### src/rtl/gray_pkg.sv
// Shared definitions for the Gray-code counter: speed selector constants
// and the binary-to-Gray mapping used to build the registered Gray output.
package gray_pkg;

    localparam int GRAY_SERIAL = 0;
    localparam int GRAY_MEDIUM = 1;
    localparam int GRAY_FAST   = 2;
    localparam int GRAY_MAX_W  = 32;

    // Callers zero-extend narrower words; the top bit then maps to itself.
    function automatic logic [GRAY_MAX_W-1:0] bin2gray(input logic [GRAY_MAX_W-1:0] b);
        return b ^ (b >> 1);
    endfunction

endpackage

### src/rtl/PrefixXor.sv
// Inclusive prefix XOR: PO[i] = PI[0] ^ ... ^ PI[i], with the network
// topology (serial, Brent-Kung, Sklansky) chosen by speed.
module PrefixXor
    import gray_pkg::*;
#(
    parameter int width = 8,
    parameter int speed = GRAY_SERIAL
) (
    input  logic [width-1:0] PI,
    output logic [width-1:0] PO
);

    // Combinational prefix network; each level only reads nodes it does not write.
    always_comb begin
        logic [width-1:0] p;
        p = PI;
        case (speed)
            GRAY_MEDIUM: begin
                for (int l = 0; l < 5; l++) begin
                    for (int i = 0; i < width; i++) begin
                        if (((i + 1) % (2 << l)) == 0) begin
                            p[i] = p[i] ^ p[i - (1 << l)];
                        end else begin
                            p[i] = p[i];
                        end
                    end
                end
                for (int l = 4; l >= 0; l--) begin
                    for (int i = 0; i < width; i++) begin
                        if ((((i + 1) % (2 << l)) == (1 << l)) && ((i + 1) > (1 << l))) begin
                            p[i] = p[i] ^ p[i - (1 << l)];
                        end else begin
                            p[i] = p[i];
                        end
                    end
                end
            end
            GRAY_FAST: begin
                for (int l = 0; l < 5; l++) begin
                    for (int i = 0; i < width; i++) begin
                        if (((i >> l) & 1) == 1) begin
                            p[i] = p[i] ^ p[((i >> l) << l) - 1];
                        end else begin
                            p[i] = p[i];
                        end
                    end
                end
            end
            default: begin
                for (int i = 1; i < width; i++) begin
                    p[i] = p[i] ^ p[i-1];
                end
            end
        endcase
        PO = p;
    end

endmodule

### src/rtl/gray_counter.sv
// Up/down counter holding binary state, with registered binary and Gray
// outputs plus a one-cycle wrap pulse; Gray load goes through PrefixXor.
module gray_counter
    import gray_pkg::*;
#(
    parameter int width = 8,
    parameter int speed = GRAY_SERIAL
) (
    input  logic             clk_i,
    input  logic             rst_ni,
    input  logic             clr_i,
    input  logic             load_i,
    input  logic [width-1:0] ld_gray_i,
    input  logic             en_i,
    input  logic             down_i,
    output logic [width-1:0] gray_o,
    output logic [width-1:0] bin_o,
    output logic             wrap_o
);

    localparam logic [width-1:0] ZERO     = {width{1'b0}};
    localparam logic [width-1:0] ALL_ONES = {width{1'b1}};
    localparam logic [width-1:0] ONE      = {{(width-1){1'b0}}, 1'b1};

    logic [width-1:0] ld_rev_s;
    logic [width-1:0] ld_pref_s;
    logic [width-1:0] ld_bin_s;
    logic [width-1:0] b_q, b_d;
    logic [width-1:0] gray_q, gray_d;
    logic             wrap_q, wrap_d;

    // Reverse the load word so the prefix accumulates from the MSB down.
    always_comb begin
        ld_rev_s = ZERO;
        ld_bin_s = ZERO;
        for (int i = 0; i < width; i++) begin
            ld_rev_s[i]           = ld_gray_i[width-1-i];
            ld_bin_s[width-1-i]   = ld_pref_s[i];
        end
    end

    PrefixXor #(
        .width (width),
        .speed (speed)
    ) u_g2b (
        .PI (ld_rev_s),
        .PO (ld_pref_s)
    );

    // Next-state: clear over load over count over hold.
    always_comb begin
        b_d    = b_q;
        wrap_d = 1'b0;
        if (clr_i) begin
            b_d    = ZERO;
            wrap_d = 1'b0;
        end else if (load_i) begin
            b_d    = ld_bin_s;
            wrap_d = 1'b0;
        end else if (en_i) begin
            if (!down_i) begin
                b_d    = b_q + ONE;
                wrap_d = (b_q == ALL_ONES);
            end else begin
                b_d    = b_q - ONE;
                wrap_d = (b_q == ZERO);
            end
        end else begin
            b_d    = b_q;
            wrap_d = 1'b0;
        end
        gray_d = width'(bin2gray(GRAY_MAX_W'(b_d)));
    end

    // Gray is registered from the next binary value so gray_o is a bare flop.
    always_ff @(posedge clk_i or negedge rst_ni) begin
        if (!rst_ni) begin
            b_q    <= ZERO;
            gray_q <= ZERO;
            wrap_q <= 1'b0;
        end else begin
            b_q    <= b_d;
            gray_q <= gray_d;
            wrap_q <= wrap_d;
        end
    end

    assign bin_o  = b_q;
    assign gray_o = gray_q;
    assign wrap_o = wrap_q;

endmodule

### config.mk
export PLATFORM = sky130hd
export DESIGN_NAME = gray_counter
export DESIGN_NICKNAME = d
export VERILOG_FILES = /design/src/rtl/gray_pkg.sv /design/src/rtl/PrefixXor.sv /design/src/rtl/gray_counter.sv
export SDC_FILE = /design/constraint.sdc
export NUM_CORES = 1
export LEC_CHECK = 0
export BUFFER_PORTS_ARGS = -buffer_cell sky130_fd_sc_hd__buf_2
export CAP_MARGIN = 20
export CORE_UTILIZATION = 51
export CTS_BUF_LIST = sky130_fd_sc_hd__clkbuf_8
export DETAILED_ROUTE_END_ITERATION = 12
export PLACE_DENSITY_LB_ADDON = 0.3
export SLEW_MARGIN = 20
export SYNTH_ARGS = -nofsm -noshare
export SYNTH_HDL_FRONTEND = slang
export SYNTH_SLANG_ARGS = --single-unit
### constraint.sdc
create_clock -name clk_i -period 5.4 [get_ports clk_i]
set_input_delay 1.08 -clock clk_i [delete_from_list [all_inputs] [get_ports clk_i]]
set_output_delay 1.08 -clock clk_i [all_outputs]
set_load 0.03 [all_outputs]
Yosys cells after proc, flatten, opt, wreduce, memory -nomap -nowiden
Cells that the tools add are included.
{"block": "word_totals", "reg_bits": 17, "input_bits": 14, "output_inout_bits": 17, "elab_cells": 23}
{"block": "op_classes", "add_sub_neg": 2, "eq_ne": 1, "n_mux": 8, "n_bitwise": 8, "reduce_logical": 1}
{"op": "$mux W8", "n": 4}
{"op": "$add A8 B1 Y8 const B", "n": 1}
{"op": "$eq A8 B8 Y1 const B", "n": 1}
{"op": "$logic_not A8 Y1", "n": 1}
{"op": "$sub A8 B1 Y8 const B", "n": 1}
{"op": "$xor A8 B7 Y8", "n": 1}
{"op": "$xor A1 B1 Y1", "n": 7}
{"op": "$mux W1", "n": 4}

Longest topological paths before layout
{"block": "depth", "depth_word": 10, "depth_mapped": 7, "depth_no_buf": 7}

Modules after synthesis
A second synthesis with hierarchy kept.
{"block": "unflattened", "cells_unflattened": 124, "area_unflattened_um2": 1194.9}
{"mod": "gray_counter", "instances": 1, "cells_each": 111, "area_per_inst_um2": 1069.8}
{"mod": "PrefixXor", "instances": 1, "cells_each": 13, "area_per_inst_um2": 125.1}

Worst setup path before layout
Ideal clock, no wire load.
{"block": "synth_path", "path_type": "input port to flip-flop", "startpoint": "in down_i", "endpoint": "reg gray_q[5], in the netlist gray_o[5]", "arrival_time_ns": 2.691, "required_time_ns": 5.320, "slack_ns": 2.629, "cell_stages": 7, "n_path_buf": 0, "cell_sequence": "fa_1 a21o_1 a21oi_2 nor2b_1 or4_1 nand4_1 xor2_1"}
{"block": "synth_between", "elab_chain_len": 5}
{"item": "start, declared", "line_no": "gray_counter.sv:15", "rtl": "input logic down_i,"}
{"item": "$mux W8", "line_no": "gray_counter.sv:61", "rtl": "if (!down_i) begin"}
{"item": "$mux W8", "line_no": "gray_counter.sv:60", "rtl": "end else if (en_i) begin"}
{"item": "$mux W8", "line_no": "gray_counter.sv:57", "rtl": "end else if (load_i) begin"}
{"item": "$mux W8", "line_no": "gray_counter.sv:54", "rtl": "if (clr_i) begin"}
{"item": "$xor A8 B7 Y8", "line_no": "gray_pkg.sv:12", "rtl": "return b ^ (b >> 1);"}
{"item": "via gray_d[5]", "line_no": "gray_counter.sv:29", "rtl": "logic [width-1:0] gray_q, gray_d;"}
{"item": "end signal, assigned", "line_no": "gray_counter.sv:83", "rtl": "gray_q <= gray_d;"}
{"item": "end, declared", "line_no": "gray_counter.sv:29"}
The timed path passes the listed nets, and every way through them passes these cells.

Worst setup path in the final report
Same ends and word-level chain as after synthesis.

==> parameters.txt <==
Parameter                              Value

Floorplan
  FP Rows ... 17
  X dimension of the die ... 51.90 um
  Core ar. ... 2276 um^2
  Top-Level Pins ... 31
  Die Y ... roughly 52 um
  Full die area ... roughly 2700 um^2
  Initial Utilization ... a little under three fifths

Global routing
  Antenna violations before repair ... 0
  Total global routing overflow ... 0
  All-layer global routing usage ... between 20% and 30%
  Maximum number of pins on one net before global-route repair ... 20
  Via count of the first global-routing pass ... ~1100
  First-pass GRT wire length ... 4.719 mm

Routing
  ANT nets after route ... 0
  Total vias in the final route ... 1119
  Remaining DRCs ... 0
  DR vias/cell ... 5.738
  Detailed-routing iteration count for the pre-antenna-repair pass ... 4
  Routed wire length per instance ... 14.21 um
  Final WL ... 2.771 mm
  1st-iter DRT viols ... 15

Synthesis
  Total standard cell area after synthesis ... 1270 um^2
  Yosys Warn Count ... 0
  Number of distinct library cells after synthesis ... 40
  Post-synthesis register bit count ... 16
  Synth Instances ... 140
  Post-Syn Nets ... around 160
  Simple-gate portion of the synthesized area ... 14.88%
  Share of flip-flops with an asynchronous set or reset after synthesis ... 100.0%
  Post-synthesis sequential area ratio ... a little under a third
  Number of synthesized flops with an enable pin ... 0
  Post-synthesis mux area share ... under 10%
  Synth Area in Compound Gates ... 19.31%
  Share of synthesized cell area in full adder, half adder and majority cells ... 7.488%
  Synthesized area per cell ... 9.071 um^2
  Dominant combinational cell family by area after synthesis ... compound AO/OA/AOI/OAI gates
  Flip-flop cell with the highest count after synthesis ... dfrtp_1
  Xor and xnor area share after synthesis ... 19.11%

Status
  Status ... finished, final reports clean

Placement
  Number of port buffers ... 30
  Setup WS pre-CTS ... approximately 2.4 ns
  Cell Count Post-Placement ... about 190
  Final HPWL from detailed placement ... between 2 and 2.5 mm
  Routability congestion estimate from global placement ... between 0.8 and 0.9

STA
  Shortest period the worst path allows ... 2.830 ns
  Final Max Slew Viols ... 0
  Max frequency ... roughly 350 MHz
  Setup clock skew after layout ... approximately 0.0066 ns
  Post-Route Hold Slack ... 0.7215 ns
  Worst path setup slack after routing ... 2.570 ns
  RSZ-0062 raised after global routing ... false
  Portion of the clock cycle consumed by the worst path in the final layout ... 52.41%
  Worst slew margin relative to its limit ... between 50% and 60%
  Slew @ Worst Pin ... approximately 0.59 ns
  Number of hold violations in the final report ... 0
  Final TNS setup ... 0 ns
  Final number of setup-violating endpoints ... 0

CTS
  Number of post-CTS setup repair buffers ... 0
  Number of buffers inserted during clock tree synthesis ... 3
  Clock slew at reported path FFs ... 0.06 ns
  Cts repair resizes ... 0
  H-tree levels ... 1
  Maximum root-to-sink buffer count ... 2
  Insertion delay of the later-clocked pin in the worst-skew pair ... 0.25 ns
  Clock sink count ... 16
  Hold buffers post-CTS ... 0
  CTS Root Buffer Type ... clkbuf_8
  Clock tree from TritonCTS ... yes

Cells and area
  Number of standard cells in the final layout excluding fillers ... 195
  Layout overhead on the synthesized area ... 16.35%
  Antenna Cells ... 0
  Fraction of final layout cells sized beyond drive strength 1 ... about 25%
  Final Net Count ... roughly 190

Setup path
  Largest fanout of any net on the critical path ... 11
  Length in cells of the worst reg-to-reg path ... 7
  Setup slack of the most critical reg-to-reg path ... 3.12 ns
  Critical Path End Type ... flop
  Family of cells with the greatest summed delay on the critical path ... simple AND/OR/NAND/NOR gates
  Cell with the biggest individual delay on the critical path ... fa_1
  Critical-path cell list ... buf_2, fa_1, a21o_1, a21oi_2, nor2b_1, or4_1, nand4_1, xor2_1
  Critical path arrival ... 3.00 ns
  Number of buffers and inverters on the critical path ... 1
  Endpoint required time on the critical path ... 5.57 ns
  Worst path max stage delay ... 0.47 ns
  Kind of critical path ... input pin to flop
  Worst reg2reg startpoint ... bin_o[0]$_DFF_PN0_
  Critical Path Start Type ... input pin
  Critical R2R Capture ... gray_o[5]$_DFF_PN0_

Worst hold path
  Worst min path class ... input pin to asynchronous set/reset pin

Power and ir drop
  Peak supply drop ... 0.2081 mV
  Power after layout ... 0.4815 mW
  Power Dens Cells ... 325.9 nW/um^2
  Static leakage ... 0.7142 nW

Run
  Max capacitance violation total ... 0
-- synthesized netlist by cell type (2+ instances only) --
cell type / instances / share of area, %
nand2b_1: 2 / 0.99
nor3_1: 4 / 1.6
nand2_1: 3 / 0.89
a211oi_1: 2 / 1.2
buf_1: 2 / 0.59
ha_1: 6 / 5.9
buf_2: 2 / 0.79
dfrtp_1: 16 / 32
xor2_1: 7 / 4.8
mux2i_1: 2 / 1.6
a21oi_2: 2 / 1.4
a21oi_1: 14 / 5.5
a31oi_1: 2 / 0.99
o21ai_1: 2 / 0.79
and3_1: 2 / 0.99
o21ai_0: 9 / 3.5
nand3_1: 2 / 0.79
xnor2_1: 13 / 9.0
clkbuf_1: 2 / 0.59
nand4_1: 3 / 1.5
nor4_1: 4 / 2.0
nor2_1: 12 / 3.5
inv_1: 9 / 2.7
a21o_1: 2 / 1.2
-- stage by stage --
| step | instance area [um^2] | util (%) |
|---|---|---|
| 4_1_cts | 1478 | 64.93 |
| 2_1_floorplan | 1270 | - |
| 3_3_place_gp | 1423 | 62.51 |
| 6_report | 1478 | 64.93 |
| 5_1_grt | 1478 | 64.93 |
| 3_5_place_dp | 1423 | 62.51 |
-- final cells by class --
cell class                      instances  area [um^2]
Timing Repair Buffer                   30        150.1
Clock buffer                            4        55.05
Tap cell                               28        35.03
Fill cell                             192        798.3
Multi-Input combinational cell        108        803.3
Inverter                                9        33.78
Sequential cell                        16        400.4
-- report_power, final --
| part | total, mW | leakage (nW) | switching (mW) | internal (mW) |
|---|---|---|---|---|
| clock network | 0.105 | 0.0288 | 0.0406 | 0.0647 |
| registers | 0.158 | 0.204 | 0.0178 | 0.140 |
| logic | 0.218 | 0.482 | 0.135 | 0.0829 |
| total | 0.481 | 0.714 | 0.194 | 0.288 |
-- cell families (layout without fill, tap and decap cells) --
kind of cell	after synthesis	in the layout
and+or+nand+nor	37	37
DFF	16	16
AOI/OAI and AO/OA	38	38
buffers and inverters	16	43
xor gates and xnor gates	23	23
muxes	3	3
adders and majority gates	7	7
-- layer usage --
metal | GRT usage (%) | vias to the layer above | share of wire, %
li1 | - | 545 | -
met1 | 29.29 | 531 | 41
met2 | 42.09 | 39 | 52
met3 | 3.801 | 4 | 5.9
met4 | 8.108 | 0 | 1.6
met5 | 0 | - | 0
-- sequential cells by signal, summed over array words and instances, names as in the netlist --
register	count
wrap_o	1
gray_o	7
bin_o	8
-- how the worst max path moves through the flow --
stage,startpoint,end,slack [ns],cells past startpoint
after floorplan,down_i,gray_o[5]$_DFF_PN0_,2.63,7
after global placement,down_i,gray_o[5]$_DFF_PN0_,2.37,8
after detailed placement,down_i,gray_o[5]$_DFF_PN0_,2.35,8
after CTS,down_i,gray_o[5]$_DFF_PN0_,2.57,8
after global routing,down_i,gray_o[5]$_DFF_PN0_,2.47,8
final,down_i,gray_o[5]$_DFF_PN0_,2.57,8
-- cell usage in the layout, fill, tap and decap left out, types with 2 or more instances in the layout --
| master | synthesis | layout |
|---|---|---|
| ha_1 | 6 | 6 |
| nand3_1 | 2 | 2 |
| a21o_1 | 2 | 2 |
| a211oi_1 | 2 | 2 |
| buf_2 | 2 | 30 |
| mux2i_1 | 2 | 2 |
| and3_1 | 2 | 2 |
| a21oi_1 | 14 | 14 |
| xnor2_1 | 13 | 13 |
| nand2_1 | 3 | 3 |
| o21ai_1 | 2 | 2 |
| a21oi_2 | 2 | 2 |
| inv_1 | 9 | 9 |
| nand4_1 | 3 | 3 |
| o21ai_0 | 9 | 9 |
| a31oi_1 | 2 | 2 |
| dfrtp_1 | 16 | 16 |
| nand2b_1 | 2 | 2 |
| clkbuf_8 | 0 | 4 |
| xor2_1 | 7 | 7 |
| nor3_1 | 4 | 4 |
| nor4_1 | 4 | 4 |
| nor2_1 | 12 | 12 |
Power figures use the tool's default switching activity.
